==> config.mk <==
export PLATFORM = sky130hd
export DESIGN_NAME = countdown_timer_99_flat
export DESIGN_NICKNAME = d
export VERILOG_FILES = /design/src/rtl/countdown_timer_99_if.sv /design/src/rtl/countdown_timer_99.sv /design/src/flat_wrapper.sv
export SDC_FILE = /design/constraint.sdc
export NUM_CORES = 1
export LEC_CHECK = 0
export BUFFER_PORTS_ARGS = -buffer_cell sky130_fd_sc_hd__buf_2
export CAP_MARGIN = 20
export CORE_UTILIZATION = 59
export CTS_BUF_LIST = sky130_fd_sc_hd__clkbuf_4 sky130_fd_sc_hd__clkbuf_8 sky130_fd_sc_hd__clkbuf_16
export CTS_CLUSTER_DIAMETER = 120
export DETAILED_ROUTE_END_ITERATION = 8
export PLACE_DENSITY = 0.92
export SETUP_SLACK_MARGIN = 0.02
export SYNTH_ARGS = -nofsm -noshare
export SYNTH_HDL_FRONTEND = slang
export SYNTH_SLANG_ARGS = --single-unit
==> constraint.sdc <==
create_clock -name clk -period 4.6 [get_ports clk]
set_input_delay 0.46 -clock clk [delete_from_list [all_inputs] [get_ports clk]]
set_output_delay 0.46 -clock clk [all_outputs]
set_load 0.1 [all_outputs]
==> src/rtl/countdown_timer_99_if.sv <==
// Control/display bundle for the two-digit BCD countdown timer.
// master = keypad/control side, slave = timer.
interface countdown_timer_99_if;
  logic       tick;
  logic       load;
  logic [7:0] preset;
  logic       start;
  logic       stop;
  logic [7:0] count;
  logic       running;
  logic       done;
  logic       expire;

  modport master (
    output tick, load, preset, start, stop,
    input  count, running, done, expire
  );

  modport slave (
    input  tick, load, preset, start, stop,
    output count, running, done, expire
  );
endinterface

==> src/rtl/countdown_timer_99.sv <==
// Loadable 99..00 BCD down-counter with tick prescaler, expiry pulse and sticky done.
// Optional macro COUNTDOWN_AUTO_RELOAD_EN: reload from the preset register on expiry.
//
// state | meaning
// IDLE  | holding count, waiting for start (count != 00)
// RUN   | decrementing once per TICK_DIV ticks
// PAUSE | count and prescaler frozen, waiting for start
// DONE  | count reached 00 (one-shot), waiting for load
module countdown_timer_99 #(
  parameter int unsigned TICK_DIV = 1
) (
  input logic                 clk,
  input logic                 reset,
  countdown_timer_99_if.slave tmr
);

  localparam logic [1:0] IDLE  = 2'd0;
  localparam logic [1:0] RUN   = 2'd1;
  localparam logic [1:0] PAUSE = 2'd2;
  localparam logic [1:0] DONE  = 2'd3;

  // Prescaler counts down from PRESC_TOP; a tick seen at zero is the qualifying one.
  localparam logic [7:0] PRESC_TOP = 8'(TICK_DIV - 1);

  logic [1:0] state, state_nxt;
  logic [7:0] count_q, count_nxt;
  logic [7:0] preset_q, preset_nxt;
  logic [7:0] presc, presc_nxt;
  logic       expire_nxt;
  logic       running_q, done_q, expire_q;
  logic [7:0] preset_clean;

  function automatic logic [3:0] clamp_digit(input logic [3:0] d);
    return (d > 4'd9) ? 4'd9 : d;
  endfunction

  function automatic logic [7:0] bcd_dec(input logic [7:0] v);
    logic [7:0] r;
    if (v[3:0] == 4'd0) r = {v[7:4] - 4'd1, 4'd9};
    else                r = {v[7:4], v[3:0] - 4'd1};
    return r;
  endfunction

  assign preset_clean = {clamp_digit(tmr.preset[7:4]), clamp_digit(tmr.preset[3:0])};

  always_comb begin
    state_nxt  = state;
    count_nxt  = count_q;
    preset_nxt = preset_q;
    presc_nxt  = presc;
    expire_nxt = 1'b0;
    if (tmr.load) begin
      count_nxt  = preset_clean;
      preset_nxt = preset_clean;
      presc_nxt  = PRESC_TOP;
      state_nxt  = IDLE;
    end else begin
      case (state)
        IDLE: begin
          if (!tmr.stop && tmr.start && (count_q != 8'h00)) begin
            state_nxt = RUN;
            presc_nxt = PRESC_TOP;
          end
        end
        RUN: begin
          if (tmr.stop) begin
            state_nxt = PAUSE;
          end else if (tmr.tick) begin
            if (presc != 8'd0) begin
              presc_nxt = presc - 8'd1;
            end else begin
              presc_nxt = PRESC_TOP;
              if (count_q == 8'h01) begin
                expire_nxt = 1'b1;
`ifdef COUNTDOWN_AUTO_RELOAD_EN
                if (preset_q != 8'h00) begin
                  count_nxt = preset_q;
                end else begin
                  count_nxt = 8'h00;
                  state_nxt = DONE;
                end
`else
                count_nxt = 8'h00;
                state_nxt = DONE;
`endif
              end else begin
                count_nxt = bcd_dec(count_q);
              end
            end
          end
        end
        PAUSE: begin
          if (!tmr.stop && tmr.start) state_nxt = RUN;
        end
        default: begin
        end
      endcase
    end
  end

  always_ff @(posedge clk or negedge reset) begin
    if (!reset) begin
      state     <= IDLE;
      count_q   <= 8'h00;
      preset_q  <= 8'h00;
      presc     <= PRESC_TOP;
      running_q <= 1'b0;
      done_q    <= 1'b0;
      expire_q  <= 1'b0;
    end else begin
      state     <= state_nxt;
      count_q   <= count_nxt;
      preset_q  <= preset_nxt;
      presc     <= presc_nxt;
      running_q <= (state_nxt == RUN);
      done_q    <= (state_nxt == DONE);
      expire_q  <= expire_nxt;
    end
  end

  assign tmr.count   = count_q;
  assign tmr.running = running_q;
  assign tmr.done    = done_q;
  assign tmr.expire  = expire_q;

endmodule

==> src/flat_wrapper.sv <==
// flat-port wrapper written by rule: the top's interface ports become plain ports
module countdown_timer_99_flat 
#(
  parameter int unsigned TICK_DIV = 1
)
  (clk, reset, tmr_tick, tmr_load, tmr_preset, tmr_start, tmr_stop, tmr_count, tmr_running, tmr_done, tmr_expire);
  countdown_timer_99_if tmr_i ();
  input logic clk;
  input logic reset;
  input wire logic [$bits(tmr_i.tick)-1:0] tmr_tick;
  input wire logic [$bits(tmr_i.load)-1:0] tmr_load;
  input wire logic [$bits(tmr_i.preset)-1:0] tmr_preset;
  input wire logic [$bits(tmr_i.start)-1:0] tmr_start;
  input wire logic [$bits(tmr_i.stop)-1:0] tmr_stop;
  output wire logic [$bits(tmr_i.count)-1:0] tmr_count;
  output wire logic [$bits(tmr_i.running)-1:0] tmr_running;
  output wire logic [$bits(tmr_i.done)-1:0] tmr_done;
  output wire logic [$bits(tmr_i.expire)-1:0] tmr_expire;
  assign tmr_i.tick = tmr_tick;
  assign tmr_i.load = tmr_load;
  assign tmr_i.preset = tmr_preset;
  assign tmr_i.start = tmr_start;
  assign tmr_i.stop = tmr_stop;
  assign tmr_count = tmr_i.count;
  assign tmr_running = tmr_i.running;
  assign tmr_done = tmr_i.done;
  assign tmr_expire = tmr_i.expire;
  countdown_timer_99 #(.TICK_DIV(TICK_DIV)) u_core (.clk(clk), .reset(reset), .tmr(tmr_i));
endmodule
==> results by group <==
Clocking
  – Inserted Clock Buffers: 3
  – Later-pin clock latency in the skew report: 300 ps
  – Clock transition at the register clock pins on the worst setup and hold paths after CTS: 120 ps
  – Clk buf depth: 2
  – Setup repair bufs after CTS: 0
  – Clock tree from TritonCTS: yes
  – Number of instances resized during post-cts repair: 0
  – Number of clock sinks seen by CTS: 21
  – Max H-tree Level: 1
  – Root buf cell: clkbuf_4
  – CTS hold repair buffers: 0

Drt
  – Number of DRC markers in iteration 0: 32
  – Count of nets left with antenna violations after detail routing: 0
  – Routed len/inst: 15.4 um
  – Vias per std cell: 6.16
  – DRC Markers: 0
  – TritonRoute pass-1 iters: 4
  – Vias: 1159
  – Total wirelength of the detailed-routed design: 2890 um

Layout
  – Final instance area: 1520 um^2
  – Most frequent standard cell in the layout excluding fill and tap cells: buf_2
  – Share of cells above drive strength 1: 0.248
  – Highest-count cells in the layout ignoring fill and taps: buf_2 (24), dfrtp_1 (21), inv_1 (10), nor3_1 (9), nor2_1 (9)
  – Layout Area Growth over Synthesis: 13.2%
  – Antenna diode count: 0
  – Final net count: 179
  – Filler Cells Inserted: 153

GRT
  – First-pass GRT wire length: 5060 um
  – Antenna violations before repair: 0
  – Total track usage: 0.267
  – Total gr overflow: 0
  – Vias in the first global route: 1112
  – Maximum number of pins on one net before global-route repair: 22

STA
  – Min Tclk post-route: 2120 ps
  – Worst clock skew: 6.00 ps
  – Final-layout setup total negative slack: 0 ps
  – Fin. max-slew vios: 0
  – Hold slack final: 86.6 ps
  – Actual slew at the worst max-slew pin: 566 ps
  – Max Clock Freq: 472 MHz
  – Final Hold Violating Endpoints: 0
  – Worst slew margin: 0.619
  – Final critical-path share of the clock period: 0.460
  – Smallest setup slack after layout: 2480 ps
  – Setup repair after global routing missed its margin: false
  – Count of endpoints failing setup in the final report: 0

Critical path
  – Critical-path cell list: inv_1, ha_1, nor3b_2, nand3_1, a21oi_1, mux2_1
  – Number of cells on the worst reg-to-reg path: 6
  – Startpoint type of the worst setup path: flop
  – Critical path's top delay family: simple AND/OR/NAND/NOR gates
  – Kind of critical path: flop to flop
  – Arrival time at the worst endpoint: 2310 ps
  – Cell type of the slowest stage on the worst timing path: dfrtp_1
  – Total buffers and inverters traversed by the critical path: 1
  – Category of the worst setup path capture point: flop
  – Largest fanout on the critical path: 7
  – Worst endpoint required time: 4790 ps
  – Crit-path max cell delay: 450 ps
  – Crit path depth: 6

Placed design
  – Dpl cell area: 1490 um^2
  – Post-detailed-placement half-perimeter wirelength: 2110 um
  – Number of I/O port buffers: 24
  – Worst-case setup slack after placement: 2560 ps
  – Global placer's final weighted congestion: 0.914

Floorplan
  – Core Box Area: 2040 um^2
  – Chip height: 49.7 um
  – Die Width: 49.7 um
  – Total Die Area: 2470 um^2
  – Count of standard-cell rows: 16
  – Number of top-level pins: 25
  – Initial core utilization: 0.656

Min path
  – Class of the tightest hold or removal check: primary input to asynchronous set/reset pin

Synth
  – Fraction of the mapped netlist area in adder cells: 0.0280
  – Count of mapped cells out of synthesis: 135
  – Xor and xnor area share after synthesis: 0.0196
  – Cell types occupying the most area after synthesis: dfrtp_1 (39%), nor3_1 (3.4%), nor4_4 (3.2%)
  – Most area-hungry cell type in the Yosys netlist: dfrtp_1
  – Predominant post-synthesis flop cell: dfrtp_1
  – Syn avg cell area: 9.93 um^2
  – Post-synthesis net count: 152
  – Fraction of registers with async set or reset after synthesis: 1.00
  – Synth Area in Compound Gates: 0.252
  – Post-Syn Area: 1340 um^2
  – Post-synth cell types: 50
  – EDFF count, synth: 0
  – Area fraction of the dominant cell type after synthesis: 0.392
  – Number of warning messages in the yosys log: 0
  – Share of cell area taken by muxes after synthesis: 0.0243
  – Number of synthesized register bits: 21
  – Largest family of logic cells by synthesized area: compound AO/OA/AOI/OAI gates
  – Sequential fraction of the synthesis area: 0.392
  – Fraction of the mapped netlist area in simple logic gates: 0.250

Pwr
  – Static Leakage: 0.000674 uW
  – Maximum VDD drop: 0.170 mV
  – Power per cell area: 287 nW/um^2

Flow run
  – Max-capacitance violation count: 0

Outcome
  – Run status: complete, no violations
-- cells in the mapped netlist, types with 3 or more instances --
cell,instances
o21ai_1,3
ha_1,3
and2_1,3
nand2_1,3
inv_1,10
xnor2_1,3
a21oi_1,5
nor2_1,9
a22o_1,4
nor3_1,9
dfrtp_1,21
o21ai_0,4
nand3_1,5
o22ai_1,6
o31ai_1,3
nand3b_1,3
-- final cells by class --
cell class                      instances  area [um^2]  share of cell area
Sequential cell                        21          526               0.347
Timing Repair Buffer                   24          120              0.0792
Tap cell                               27         33.8              0.0223
Clock buffer                            4         30.0              0.0198
Inverter                               10         37.5              0.0248
Multi-Input combinational cell        102          769               0.507
-- stage by stage --
stage                     power (uW)  cells  utilization
after floorplan                  314    135            -
after global placement           340    184        0.728
after detailed placement         344    184        0.728
after CTS                        436    188        0.743
after global routing             455    188        0.743
final                            436    188        0.743
-- metal layers --
metal / global-route usage / wire (um) / up-vias
met4: 0.0762 / 21 / 0
met5: 0 / 0 / -
met1: 0.359 / 1310 / 546
li1: - / - / 570
met3: 0.0401 / 115 / 4
met2: 0.444 / 1440 / 39
-- path summary, 6_finish.rpt --
kind | slack, ps | startpoint | endpoint
worst max-delay path | 2480 | u_core.presc[0] | u_core.tmr.count[6]
worst min-delay path | 90 | reset | u_core.tmr.expire
worst max register to register | 2480 | u_core.presc[0] | u_core.tmr.count[6]
worst min register to register | 560 | u_core.tmr.count[5] | u_core.tmr.count[5]
max in group asynchronous | 4190 | reset | u_core.tmr.done
min in group clk | 380 | tmr_preset[2] | u_core.tmr.count[2]
-- state kept, by name (all words and copies together) (netlist names) --
| name | flops |
|---|---|
| u_core.tmr.running | 1 |
| u_core.state | 2 |
| u_core.tmr.expire | 1 |
| u_core.tmr.count | 8 |
| u_core.presc | 8 |
| u_core.tmr.done | 1 |
-- report_power, final --
group | internal (uW) | switching, uW
sequential | 193 | 14.3
clock | 39.7 | 54.7
combinational | 33.9 | 99.8
total | 267 | 169
-- cell families after synthesis --
family / Yosys count
simple gates: 50
compound gates: 43
flops: 21
buf+inv: 12
xor+xnor: 3
mux: 3
fa+ha+maj: 3
(Power assumes the default switching activity.)
